<file path="src/rtl/id_ex_register.sv">
// ID/EX pipeline register: carries decode-stage operands and control into EX, counts inserted bubbles.
// Latency: one cycle from id_* to ex_*.
// Backpressure: stall holds every EX-side field; flush overrides stall and loads a bubble.
module id_ex_register #(
  parameter int DATA_W = 32,
  parameter int REG_W  = 5,
  parameter int CNT_W  = 16
) (
  input  logic              clk,
  input  logic              rst_n,
  input  logic              stall,
  input  logic              flush,
  input  logic              id_valid,
  input  logic [DATA_W-1:0] id_pc_plus4,
  input  logic [DATA_W-1:0] id_read_data1,
  input  logic [DATA_W-1:0] id_read_data2,
  input  logic [DATA_W-1:0] id_sign_ext_imm,
  input  logic [REG_W-1:0]  id_rs,
  input  logic [REG_W-1:0]  id_rt,
  input  logic [REG_W-1:0]  id_rd,
  input  logic              id_reg_write,
  input  logic              id_mem_to_reg,
  input  logic              id_mem_read,
  input  logic              id_mem_write,
  input  logic              id_branch,
  input  logic              id_alu_src,
  input  logic              id_reg_dst,
  input  logic [1:0]        id_alu_op,
  output logic              ex_valid,
  output logic [DATA_W-1:0] ex_pc_plus4,
  output logic [DATA_W-1:0] ex_read_data1,
  output logic [DATA_W-1:0] ex_read_data2,
  output logic [DATA_W-1:0] ex_sign_ext_imm,
  output logic [REG_W-1:0]  ex_rs,
  output logic [REG_W-1:0]  ex_rt,
  output logic [REG_W-1:0]  ex_rd,
  output logic              ex_reg_write,
  output logic              ex_mem_to_reg,
  output logic              ex_mem_read,
  output logic              ex_mem_write,
  output logic              ex_branch,
  output logic              ex_alu_src,
  output logic              ex_reg_dst,
  output logic [1:0]        ex_alu_op,
  output logic [CNT_W-1:0]  bubble_count
);

  typedef struct packed {
    logic              valid;
    logic [DATA_W-1:0] pc_plus4;
    logic [DATA_W-1:0] read_data1;
    logic [DATA_W-1:0] read_data2;
    logic [DATA_W-1:0] sign_ext_imm;
    logic [REG_W-1:0]  rs;
    logic [REG_W-1:0]  rt;
    logic [REG_W-1:0]  rd;
    logic              reg_write;
    logic              mem_to_reg;
    logic              mem_read;
    logic              mem_write;
    logic              branch;
    logic              alu_src;
    logic              reg_dst;
    logic [1:0]        alu_op;
  } stage_t;

  localparam logic [CNT_W-1:0] CNT_ONE = CNT_W'(1);
  localparam logic [CNT_W-1:0] CNT_MAX = {CNT_W{1'b1}};

  stage_t           id_s;
  stage_t           ex_d;
  stage_t           ex_q;
  logic [CNT_W-1:0] bubble_count_d;
  logic [CNT_W-1:0] bubble_count_q;
  logic             bubble;

  // Gather the decode-stage fields into one stage word.
  always_comb begin
    id_s              = '0;
    id_s.valid        = id_valid;
    id_s.pc_plus4     = id_pc_plus4;
    id_s.read_data1   = id_read_data1;
    id_s.read_data2   = id_read_data2;
    id_s.sign_ext_imm = id_sign_ext_imm;
    id_s.rs           = id_rs;
    id_s.rt           = id_rt;
    id_s.rd           = id_rd;
    id_s.reg_write    = id_reg_write;
    id_s.mem_to_reg   = id_mem_to_reg;
    id_s.mem_read     = id_mem_read;
    id_s.mem_write    = id_mem_write;
    id_s.branch       = id_branch;
    id_s.alu_src      = id_alu_src;
    id_s.reg_dst      = id_reg_dst;
    id_s.alu_op       = id_alu_op;
  end

  // Next stage contents with flush > stall > load priority; an invalid load keeps
  // its data but has every control bit cleared so it cannot have side effects.
  always_comb begin
    ex_d           = ex_q;
    bubble         = 1'b0;
    bubble_count_d = bubble_count_q;
    if (flush) begin
      ex_d   = '0;
      bubble = 1'b1;
    end else if (!stall) begin
      ex_d = id_s;
      if (!id_valid) begin
        ex_d.reg_write  = 1'b0;
        ex_d.mem_to_reg = 1'b0;
        ex_d.mem_read   = 1'b0;
        ex_d.mem_write  = 1'b0;
        ex_d.branch     = 1'b0;
        ex_d.alu_src    = 1'b0;
        ex_d.reg_dst    = 1'b0;
        ex_d.alu_op     = 2'b00;
        bubble          = 1'b1;
      end
    end
    // Saturating count so a long-running pipe never reports a wrapped small value.
    if (bubble && (bubble_count_q != CNT_MAX)) begin
      bubble_count_d = bubble_count_q + CNT_ONE;
    end
  end

  // Stage and counter registers; reset clears everything without waiting for a clock.
  always_ff @(posedge clk or negedge rst_n) begin
    if (!rst_n) begin
      ex_q           <= '0;
      bubble_count_q <= '0;
    end else begin
      ex_q           <= ex_d;
      bubble_count_q <= bubble_count_d;
    end
  end

  assign ex_valid        = ex_q.valid;
  assign ex_pc_plus4     = ex_q.pc_plus4;
  assign ex_read_data1   = ex_q.read_data1;
  assign ex_read_data2   = ex_q.read_data2;
  assign ex_sign_ext_imm = ex_q.sign_ext_imm;
  assign ex_rs           = ex_q.rs;
  assign ex_rt           = ex_q.rt;
  assign ex_rd           = ex_q.rd;
  assign ex_reg_write    = ex_q.reg_write;
  assign ex_mem_to_reg   = ex_q.mem_to_reg;
  assign ex_mem_read     = ex_q.mem_read;
  assign ex_mem_write    = ex_q.mem_write;
  assign ex_branch       = ex_q.branch;
  assign ex_alu_src      = ex_q.alu_src;
  assign ex_reg_dst      = ex_q.reg_dst;
  assign ex_alu_op       = ex_q.alu_op;
  assign bubble_count    = bubble_count_q;

endmodule
</file>
<file path="config.mk">
export PLATFORM = sky130hd
export DESIGN_NAME = id_ex_register
export DESIGN_NICKNAME = d
export VERILOG_FILES = /design/src/rtl/id_ex_register.sv
export SDC_FILE = /design/constraint.sdc
export NUM_CORES = 1
export LEC_CHECK = 0
export CORE_AREA = 2 2 239 123
export CTS_CLUSTER_DIAMETER = 150
export DETAILED_ROUTE_END_ITERATION = 8
export DIE_AREA = 0 0 241 125
export SLEW_MARGIN = 10
export SYNTH_ARGS = -nofsm -noshare
export SYNTH_HDL_FRONTEND = slang
export SYNTH_SLANG_ARGS = --single-unit
</file>
<file path="constraint.sdc">
create_clock -name clk -period 1.8 [get_ports clk]
set_input_delay 0.36 -clock clk [delete_from_list [all_inputs] [get_ports clk]]
set_output_delay 0.36 -clock clk [all_outputs]
set_load 0.02 [all_outputs]
</file>
==> impl_metrics.json, run 1 <==
{
  "cts_made_buffers": 17,
  "ys_seq_elements": 169,
  "place_congestion": 0.8041,
  "p_comb_share_pct": 20.2,
  "p_leak_nw": 6.795,
  "swShare_pct": 28.20,
  "die_w_um": 241,
  "seqPwrFrac_pct": 41.7,
  "synthCells": 583,
  "critPathKind": "reg -> out",
  "clockBufferDepth": 2,
  "areaGrowthSynthToFinish_pct": 66.51,
  "antenna_found_initial": 0,
  "path_cells": "clkdlybuf4s50_1",
  "clk_pin_slew_ns": 0.07,
  "intPower_mw": 7.435,
  "fin_nets": 1078,
  "synth_seq_area_share_pct": 60.92,
  "h-tree-depth": 4,
  "fin_worst_skew_ns": 0.008731,
  "fin_crit_ns": 1.743,
  "initial_utilization_pct": 24.53,
  "powerDensity_nw_per_um2": 895.9,
  "setup_viol": 0,
  "grt_pass1_vias": 5717,
  "grt_max_degree": 66,
  "die_h_um": 125,
  "num-fill-cells": 2769,
  "tightestPinTransition_ns": 0.4972,
  "drcViolationCount": 0,
  "insertedDiodeCount": 0,
  "clkPwrFrac_pct": 38.1,
  "drive_gt1_share_pct": 7.403,
  "worstSetupEndpointType": "primary output",
  "cts_root_buf": "clkbuf_16",
  "grtUsageTotal_pct": 14.75,
  "startpoint_type": "register",
  "cts.sinks": 169,
  "ir_drop_mv": 0.5884,
  "die_area_sq_um": 30130,
  "switchingPower_mw": 2.920,
  "critical_path_required_ns": 1.44,
  "via_per_inst": 4.143,
  "yosys_warnings": 0,
  "hold_viol": 0,
  "routed_wirelength_um": 21800,
  "dp_slack_ns": 0.02740,
  "maxSlewHeadroom_pct": 66.85,
  "syn_nets": 741,
  "drv_cap": 0,
  "crit_buf_inv": 1,
  "drv_slew": 0,
  "status": "complete, no violations",
  "setup_slack_ns": 0.05689,
  "cts_tree": "built",
  "first_iter_violations": 330,
  "hold_path.class": "in -> async",
  "num_vias": 5481,
  "finalSetupTns_ns": 0,
  "clk_latency_ns": 0.43,
  "wl_per_cell_um": 16.48,
  "fmaxAchievable_mhz": 573.7,
  "fin_crit_sh_pct": 96.84,
  "path_delay_family": "buffers and inverters",
  "slowest_stage": "clkdlybuf4s50_1",
  "fp.coreArea_sq_um": 28300,
  "cp_max_fo": 2,
  "critPathMaxStageDelay_ns": 0.61,
  "ios": 326,
  "io_buffers": 325,
  "drtPass1Iterations": 4,
  "avgSynthCellArea_sq_um": 11.91,
  "std_cell_rows": 44,
  "hpwl_um": 15660,
  "grt_pass1_wl_um": 33800,
  "cp.arrival_ns": 1.38,
  "syn_area_sq_um": 6942,
  "overflow": 0,
  "ant_nets": 0,
  "synthDistinctLibCells": 29
}
==> path summary, 6_finish.rpt <==
check	from	to	slack, ns	cells past startpoint
worst min register to register	ex_read_data2[16]$_DFFE_PN0P_	ex_read_data2[16]$_DFFE_PN0P_	0.51	2
max in group asynchronous	rst_n	ex_sign_ext_imm[11]$_DFFE_PN0P_	0.80	3
worst max-delay path	ex_read_data2[29]$_DFFE_PN0P_	ex_read_data2[29]	0.06	1
worst max register to register	bubble_count[10]$_DFFE_PN0P_	bubble_count[1]$_DFFE_PN0P_	0.09	3
min in group clk	flush	ex_alu_op[0]$_DFFE_PN0P_	0.44	3
worst min-delay path	rst_n	ex_read_data2[16]$_DFFE_PN0P_	0.43	2
==> power groups by stage <==
stage                     clock network (mW)  logic (mW)  registers, mW
after floorplan                            0       0.595           4.74
after global placement                     0        2.25           4.38
after detailed placement                   0        2.25           4.39
after CTS                               4.09        2.13           4.32
after global routing                    4.28        2.26           4.35
final                                   3.95        2.10           4.31
==> Yosys cell counts, drive strengths merged <==
| library cell | n | area share (%) |
|---|---|---|
| nand2b | 1 | 0.090 |
| xnor2 | 4 | 0.50 |
| nand4 | 4 | 0.58 |
| o21bai | 1 | 0.27 |
| nand3 | 4 | 0.29 |
| mux2i | 144 | 21 |
| and3 | 1 | 0.090 |
| nor2 | 167 | 9.0 |
| and4 | 2 | 0.27 |
| nor3 | 7 | 0.50 |
| and2 | 1 | 0.090 |
| clkbuf | 19 | 1.0 |
| nor4 | 2 | 0.40 |
| nand4b | 1 | 0.13 |
| buf | 17 | 1.5 |
| mux2 | 1 | 0.16 |
| nand3b | 2 | 0.22 |
| o41ai | 1 | 0.23 |
| nor3b | 1 | 0.11 |
| a21oi | 10 | 0.72 |
| ha | 1 | 0.18 |
| dfrtp | 169 | 61 |
| xor2 | 10 | 1.3 |
| nand2 | 13 | 0.70 |
==> area by class of cell <==
type                    count  area (sq um)  share of cell area, %
clock buffers              17         425.4                  3.680
clock inverters            14         196.4                  1.699
multi-input cells         378          2556                  22.12
flip-flops and latches    169          4229                  36.59
well taps                 391         489.2                  4.233
repair buffers            354          3662                  31.68
==> timing repair <==
action / 4_1_cts / 5_1_grt
pin swaps: 0 / 2
hold endpoints to repair: 31 / 0
setup buffers: 0 / 1
gates cloned: 0 / 0
resized for setup: 85 / 79
endpoints found under the setup margin: 85 / 83
hold buffers: 1 / 0
==> cell families after synthesis <==
kind of cell               share of synthesized area [%]
and+or+nand+nor                                    12.49
xor gates and xnor gates                           1.766
muxes                                              20.93
buffers and inverters                              2.487
DFF                                                60.92
AOI/OAI and AO/OA                                  1.226
adders and majority gates                         0.1802
==> metal layers <==
metal,vias up,wire (um),GRT usage [%]
li1,2618,-,-
met1,2702,10500,20.62
met2,136,9417,20.94
met3,25,1549,6.050
met4,0,332,3.849
met5,-,0,0
==> placed cells by master, fill, tap and decap left out, types with 3 or more instances in the layout <==
cell type and count:
clkinvlp_4 3, nor2_1 167, xnor2_1 4, clkbuf_16 17, inv_6 3, nor3_1 7, nand2_1 13, dlymetal6s2s_1 77
a21oi_1 10, buf_4 21, nand4_1 3, dlygate4sd2_1 85, clkdlybuf4s50_1 160, nand3_1 3, mux2i_1 144, buf_12 8
dfrtp_1 169, bufinv_16 4, xor2_1 10
==> metrics by stage <==
stage	hold slack (ns)	total power [mW]	cells	utilization (%)	instance area, sq um
4_1_cts	0.4312	10.54	1322	40.08	11340
3_3_place_gp	0.3482	6.624	1290	38.23	10820
6_report	0.4348	10.36	1323	40.85	11560
3_5_place_dp	0.3470	6.639	1290	38.23	10820
5_1_grt	0.4421	10.89	1323	40.85	11560
2_1_floorplan	0.06441	5.331	583	-	6942
Power figures use the tool's default switching activity.
==> run 2: changes to the inputs <==
==> constraint.sdc (replaced) <==
create_clock -name clk -period 1.65 [get_ports clk]
set_input_delay 0.33 -clock clk [delete_from_list [all_inputs] [get_ports clk]]
set_output_delay 0.33 -clock clk [all_outputs]
set_load 0.02 [all_outputs]
==> run 2 against run 1 <==
Clock-buffer cell count is 2 higher. Flip-flop and latch count stayed put. Combinational power is 10% higher. Highest routed layer unchanged. Critical path depth is 3 higher. Critical path type is now reg -> reg. First-iteration DRC count is 22% lower. Critical endpoint is now bubble_count[1]$_DFFE_PN0P_. Via count is 0.18% lower.
==> impl_metrics.json, run 2 (synthesized netlist as in run 1, its figures left out) <==
{
  "critical_path_required_ns": 1.97,
  "finalSetupTns_ns": 0,
  "io_buffers": 325,
  "met2WireLength_um": 9014,
  "maxSlewHeadroom_pct": 69.26,
  "drive_gt1_share_pct": 9.564,
  "clk_pin_slew_ns": 0.07,
  "grtUsageTotal_pct": 14.62,
  "wl_met1_um": 10480,
  "status": "complete, no violations",
  "place_area_sq_um": 10870,
  "p_leak_nw": 5.926,
  "ant_nets": 0,
  "critPathMaxStageDelay_ns": 0.40,
  "clk_latency_ns": 0.44,
  "cp.arrival_ns": 1.91,
  "hold_viol": 0,
  "via_per_inst": 4.107,
  "antenna_found_initial": 0,
  "die_w_um": 241,
  "rr_endpoint": "bubble_count[1]$_DFFE_PN0P_",
  "fmaxAchievable_mhz": 631.5,
  "drv_slew": 0,
  "critPathKind": "reg -> reg",
  "areaGrowthSynthToFinish_pct": 63.03,
  "grt_pass1_wl_um": 33560,
  "hold_depth": 3,
  "reg2reg_from": "bubble_count[1]$_DFFE_PN0P_",
  "slowest_stage": "o41ai_4",
  "hold_path.class": "in -> reg",
  "overflow": 0,
  "tightestPinTransition_ns": 0.4611,
  "drv_cap": 0,
  "h-tree-depth": 4,
  "final_cell_mix": "nor2_1 (167), dfrtp_1 (165), dlygate4sd2_1 (156)",
  "rrSetupSlack_ns": 0.07,
  "cts.sinks": 169,
  "cts_root_buf": "clkbuf_16",
  "cp_max_fo": 4,
  "cts_made_buffers": 17,
  "final_common_cell": "nor2_1",
  "worstSetupEndpointType": "register",
  "fin_cells": 1332,
  "routed_wirelength_um": 21220,
  "rr_worst_depth": 4,
  "clockBufferDepth": 2,
  "ir_drop_mv": 0.6596,
  "dp_slack_ns": -0.07259,
  "fin_crit_ns": 1.584,
  "startpoint_type": "register",
  "die_area_sq_um": 30130,
  "cts_tree": "built",
  "fp.coreArea_sq_um": 28300,
  "highest_layer": "met4",
  "place_congestion": 0.7973,
  "powerDensity_nw_per_um2": 1005,
  "min_to": "ex_read_data1[12]$_DFFE_PN0P_",
  "setup_viol": 0,
  "grt_pass1_vias": 5679,
  "std_cell_rows": 44,
  "die_h_um": 125,
  "grt_max_degree": 66,
  "fin_nets": 1086,
  "drtPass1Iterations": 4,
  "ios": 326,
  "design_area_sq_um": 11320,
  "fin_crit_sh_pct": 95.97,
  "initial_utilization_pct": 24.53,
  "fin_worst_skew_ns": 0.006994,
  "crit_start": "bubble_count[1]$_DFFE_PN0P_",
  "wl_met3_um": 1494,
  "insertedDiodeCount": 0,
  "drcViolationCount": 0,
  "path_cells": "ha_2 -> nand3_4 -> o41ai_4 -> mux2_2",
  "setup_slack_ns": 0.06647,
  "first_iter_violations": 256,
  "dpl.cell_count": 1297,
  "hp-start": "flush",
  "num_vias": 5471,
  "hpwl_um": 15450,
  "fin_total_pwr_mw": 11.38,
  "wl_per_cell_um": 15.93
}
run 2: layer usage:
layer	track usage, %	up-vias
li1	-	2640
met1	20.62	2678
met2	20.57	139
met3	5.829	14
met4	4.103	0
met5	0	-
run 2: layout make-up:
class | count | area [sq um]
Clock buffer | 19 | 442.9
Sequential cell | 169 | 4234
Multi-Input combinational cell | 378 | 2566
Tap cell | 391 | 489.2
Clock inverter | 13 | 190.2
Timing Repair Buffer | 362 | 3395
Fill cell | 2832 | 16980
run 2: stage by stage:
| step | hold slack [ns] | util [%] |
|---|---|---|
| after floorplan | 0.03441 | - |
| after global placement | 0.2597 | 38.40 |
| after detailed placement | 0.2566 | 38.40 |
| after CTS | 0.3072 | 40.02 |
| after global routing | 0.3218 | 39.99 |
| final | 0.3200 | 39.99 |
run 2: report_power, final:
group | internal [mW] | switching, mW
combinational | 1.10 | 1.21
sequential | 4.46 | 0.225
clock | 2.59 | 1.78
total | 8.16 | 3.22
run 2: worst max path at each step:
stage | endpoint | cells past startpoint | slack (ns)
after floorplan | bubble_count[1]$_DFFE_PN0P_ | 3 | 0.001
after global placement | bubble_count[8]$_DFFE_PN0P_ | 6 | -0.08
after detailed placement | bubble_count[6]$_DFFE_PN0P_ | 6 | -0.07
after CTS | bubble_count[14] | 2 | 0.0003
after global routing | bubble_count[1]$_DFFE_PN0P_ | 3 | -0.0007
final | bubble_count[1]$_DFFE_PN0P_ | 4 | 0.07
run 2: worst max-delay path, delay by kind of cell, from the launching register on:
family	cells	cell delay, ns
AOI/OAI and AO/OA	1	0.40
and+or+nand+nor	1	0.11
muxes	1	0.37
adders and majority gates	1	0.21
DFF	1	0.38
run 2: what timing repair did:
item	in CTS	in global routing
hold buffers	1	0
pin swaps	0	2
buffers inserted	0	2
resized for setup	182	14
endpoints found under the setup margin	170	14
endpoints found under the hold margin	26	0
==> run 3: changes to the inputs <==
--- a/config.mk
+++ b/config.mk
@@ -5,10 +5,11 @@
 export SDC_FILE = /design/constraint.sdc
 export NUM_CORES = 1
 export LEC_CHECK = 0
-export CORE_AREA = 2 2 239 123
+export CORE_AREA = 2 2 188 98
 export CTS_CLUSTER_DIAMETER = 150
 export DETAILED_ROUTE_END_ITERATION = 8
-export DIE_AREA = 0 0 241 125
+export DIE_AREA = 0 0 190 100
+export PLACE_DENSITY = 0.79
 export SLEW_MARGIN = 10
 export SYNTH_ARGS = -nofsm -noshare
 export SYNTH_HDL_FRONTEND = slang
==> run 3 against run 2 <==
Flip-flop and latch count did not move. Core utilization rose by 22 points. Clock power fell by 16%. Critical path depth fell by 2. Worst hold slack improved by 0.052 ns. Highest routed layer unchanged. Sequential power rose by 1%. Critical path type is now reg -> out. Global-route usage rose by 6.8 points.
==> impl_metrics.json, run 3 (synthesized netlist as in run 1, its figures left out) <==
{
  "setup_viol": 0,
  "fin_crit_sh_pct": 97.26,
  "die_w_um": 190,
  "hpwl_um": 14430,
  "clk_latency_ns": 0.41,
  "fin_worst_skew_ns": 0.004902,
  "cts_root_buf": "clkbuf_16",
  "insertedDiodeCount": 0,
  "h-tree-depth": 4,
  "clockBufferDepth": 2,
  "hold_viol": 0,
  "slowest_stage": "dfrtp_1",
  "io_buffers": 325,
  "p_comb_share_pct": 20.8,
  "initial_utilization_pct": 39.33,
  "wl_per_cell_um": 17.16,
  "antenna_found_initial": 0,
  "status": "complete, no violations",
  "finalSetupTns_ns": 0,
  "std_cell_rows": 35,
  "maxSlewHeadroom_pct": 51.96,
  "ant_nets": 0,
  "swShare_pct": 29.03,
  "overflow": 0,
  "via_per_inst": 4.724,
  "drtPass1Iterations": 5,
  "tightestPinTransition_ns": 0.7206,
  "fin_nets": 1078,
  "place_congestion": 0.8003,
  "intPower_mw": 7.529,
  "cts.sinks": 169,
  "startpoint_type": "register",
  "grt_pass1_vias": 5806,
  "die_h_um": 100,
  "path_cells": "buf_4 -> dlygate4sd2_1",
  "clkPwrFrac_pct": 34.4,
  "switchingPower_mw": 3.080,
  "critPathKind": "reg -> out",
  "dpl.cell_count": 1134,
  "fmaxAchievable_mhz": 623.1,
  "p_leak_nw": 5.837,
  "grt_pass1_wl_um": 31370,
  "critPathMaxStageDelay_ns": 0.39,
  "final_common_cell": "nor2_1",
  "seqPwrFrac_pct": 44.8,
  "cts_tree": "built",
  "fin_cells": 1173,
  "drcViolationCount": 0,
  "fp.coreArea_sq_um": 17650,
  "cts_made_buffers": 17,
  "ios": 326,
  "fin_total_pwr_mw": 10.61,
  "worstSetupEndpointType": "primary output",
  "final_cell_mix": "nor2_1 (167), dlygate4sd2_1 (165), dfrtp_1 (163)",
  "cp.arrival_ns": 1.27,
  "crit_buf_inv": 2,
  "drv_cap": 0,
  "first_iter_violations": 258,
  "grt_max_degree": 154,
  "path_delay_family": "buffers and inverters",
  "routed_wirelength_um": 20130,
  "grtUsageTotal_pct": 21.42,
  "hold_path.class": "in -> async",
  "drive_gt1_share_pct": 8.146,
  "fin_crit_ns": 1.605,
  "ir_drop_mv": 0.6382,
  "powerDensity_nw_per_um2": 963.6,
  "drv_slew": 0,
  "cp_max_fo": 4,
  "die_area_sq_um": 19000,
  "critical_path_required_ns": 1.32,
  "areaGrowthSynthToFinish_pct": 58.62,
  "num_vias": 5541,
  "clk_pin_slew_ns": 0.07
}
-- run 3: cell type report --
type / count / area, sq um
fillers: 1453 / 6638
flip-flops and latches: 169 / 4237
repair buffers: 354 / 3357
multi-input cells: 378 / 2580
clock buffers: 23 / 467.9
well taps: 240 / 300.3
clock inverters: 9 / 68.82
-- run 3: final timing paths --
| kind | start | to | slack (ns) | cells after the start |
|---|---|---|---|---|
| max in group asynchronous | rst_n | ex_pc_plus4[10]$_DFFE_PN0P_ | 0.63 | 3 |
| min reg2reg | ex_reg_write$_DFFE_PN0P_ | ex_reg_write$_DFFE_PN0P_ | 0.51 | 2 |
| max | bubble_count[8]$_DFFE_PN0P_ | bubble_count[8] | 0.05 | 2 |
| max reg2reg | bubble_count[8]$_DFFE_PN0P_ | bubble_count[1]$_DFFE_PN0P_ | 0.07 | 3 |
| min in group clk | stall | ex_sign_ext_imm[7]$_DFFE_PN0P_ | 0.47 | 4 |
| min | rst_n | bubble_count[11]$_DFFE_PN0P_ | 0.37 | 2 |
-- run 3: metrics by stage --
step	utilization [%]	cell area, sq um	worst slack, ns	hold WS (ns)
detailed placement	59.99	10590	-0.1560	0.2254
global route	62.39	11010	-0.008783	0.3747
floorplan	-	6950	0.001329	0.03441
global placement	59.99	10590	-0.08656	0.2222
CTS	62.16	10970	0.006729	0.3385
finish	62.39	11010	0.04520	0.3721
-- run 3: worst register-to-register path, cell delays in order (launching register included) --
cell     delay, ns
dfrtp_1       0.37
nand4_1       0.31
o41ai_4       0.42
mux2_2        0.37
-- run 3: timing repair --
action | CTS | global route
setup endpoints to repair | 172 | 15
gates resized for setup | 176 | 6
hold buffers | 1 | 0
hold endpoints to repair | 24 | 0
pin swaps | 1 | 3
buffers inserted | 2 | 4
-- run 3: power by group through the flow --
stage / combinational, mW / sequential (mW) / clock (mW)
after floorplan: 0.654 / 5.18 / 0
after global placement: 2.39 / 4.81 / 0
after detailed placement: 2.42 / 4.82 / 0
after CTS: 2.23 / 4.74 / 3.76
after global routing: 2.38 / 4.79 / 3.98
final: 2.21 / 4.75 / 3.65
-- run 3: layer usage --
metal  wire length (um)  GRT usage, %
met1               9158         28.15
met2               8985         33.04
met3               1794         9.126
met4                193         5.069
met5                  0             0
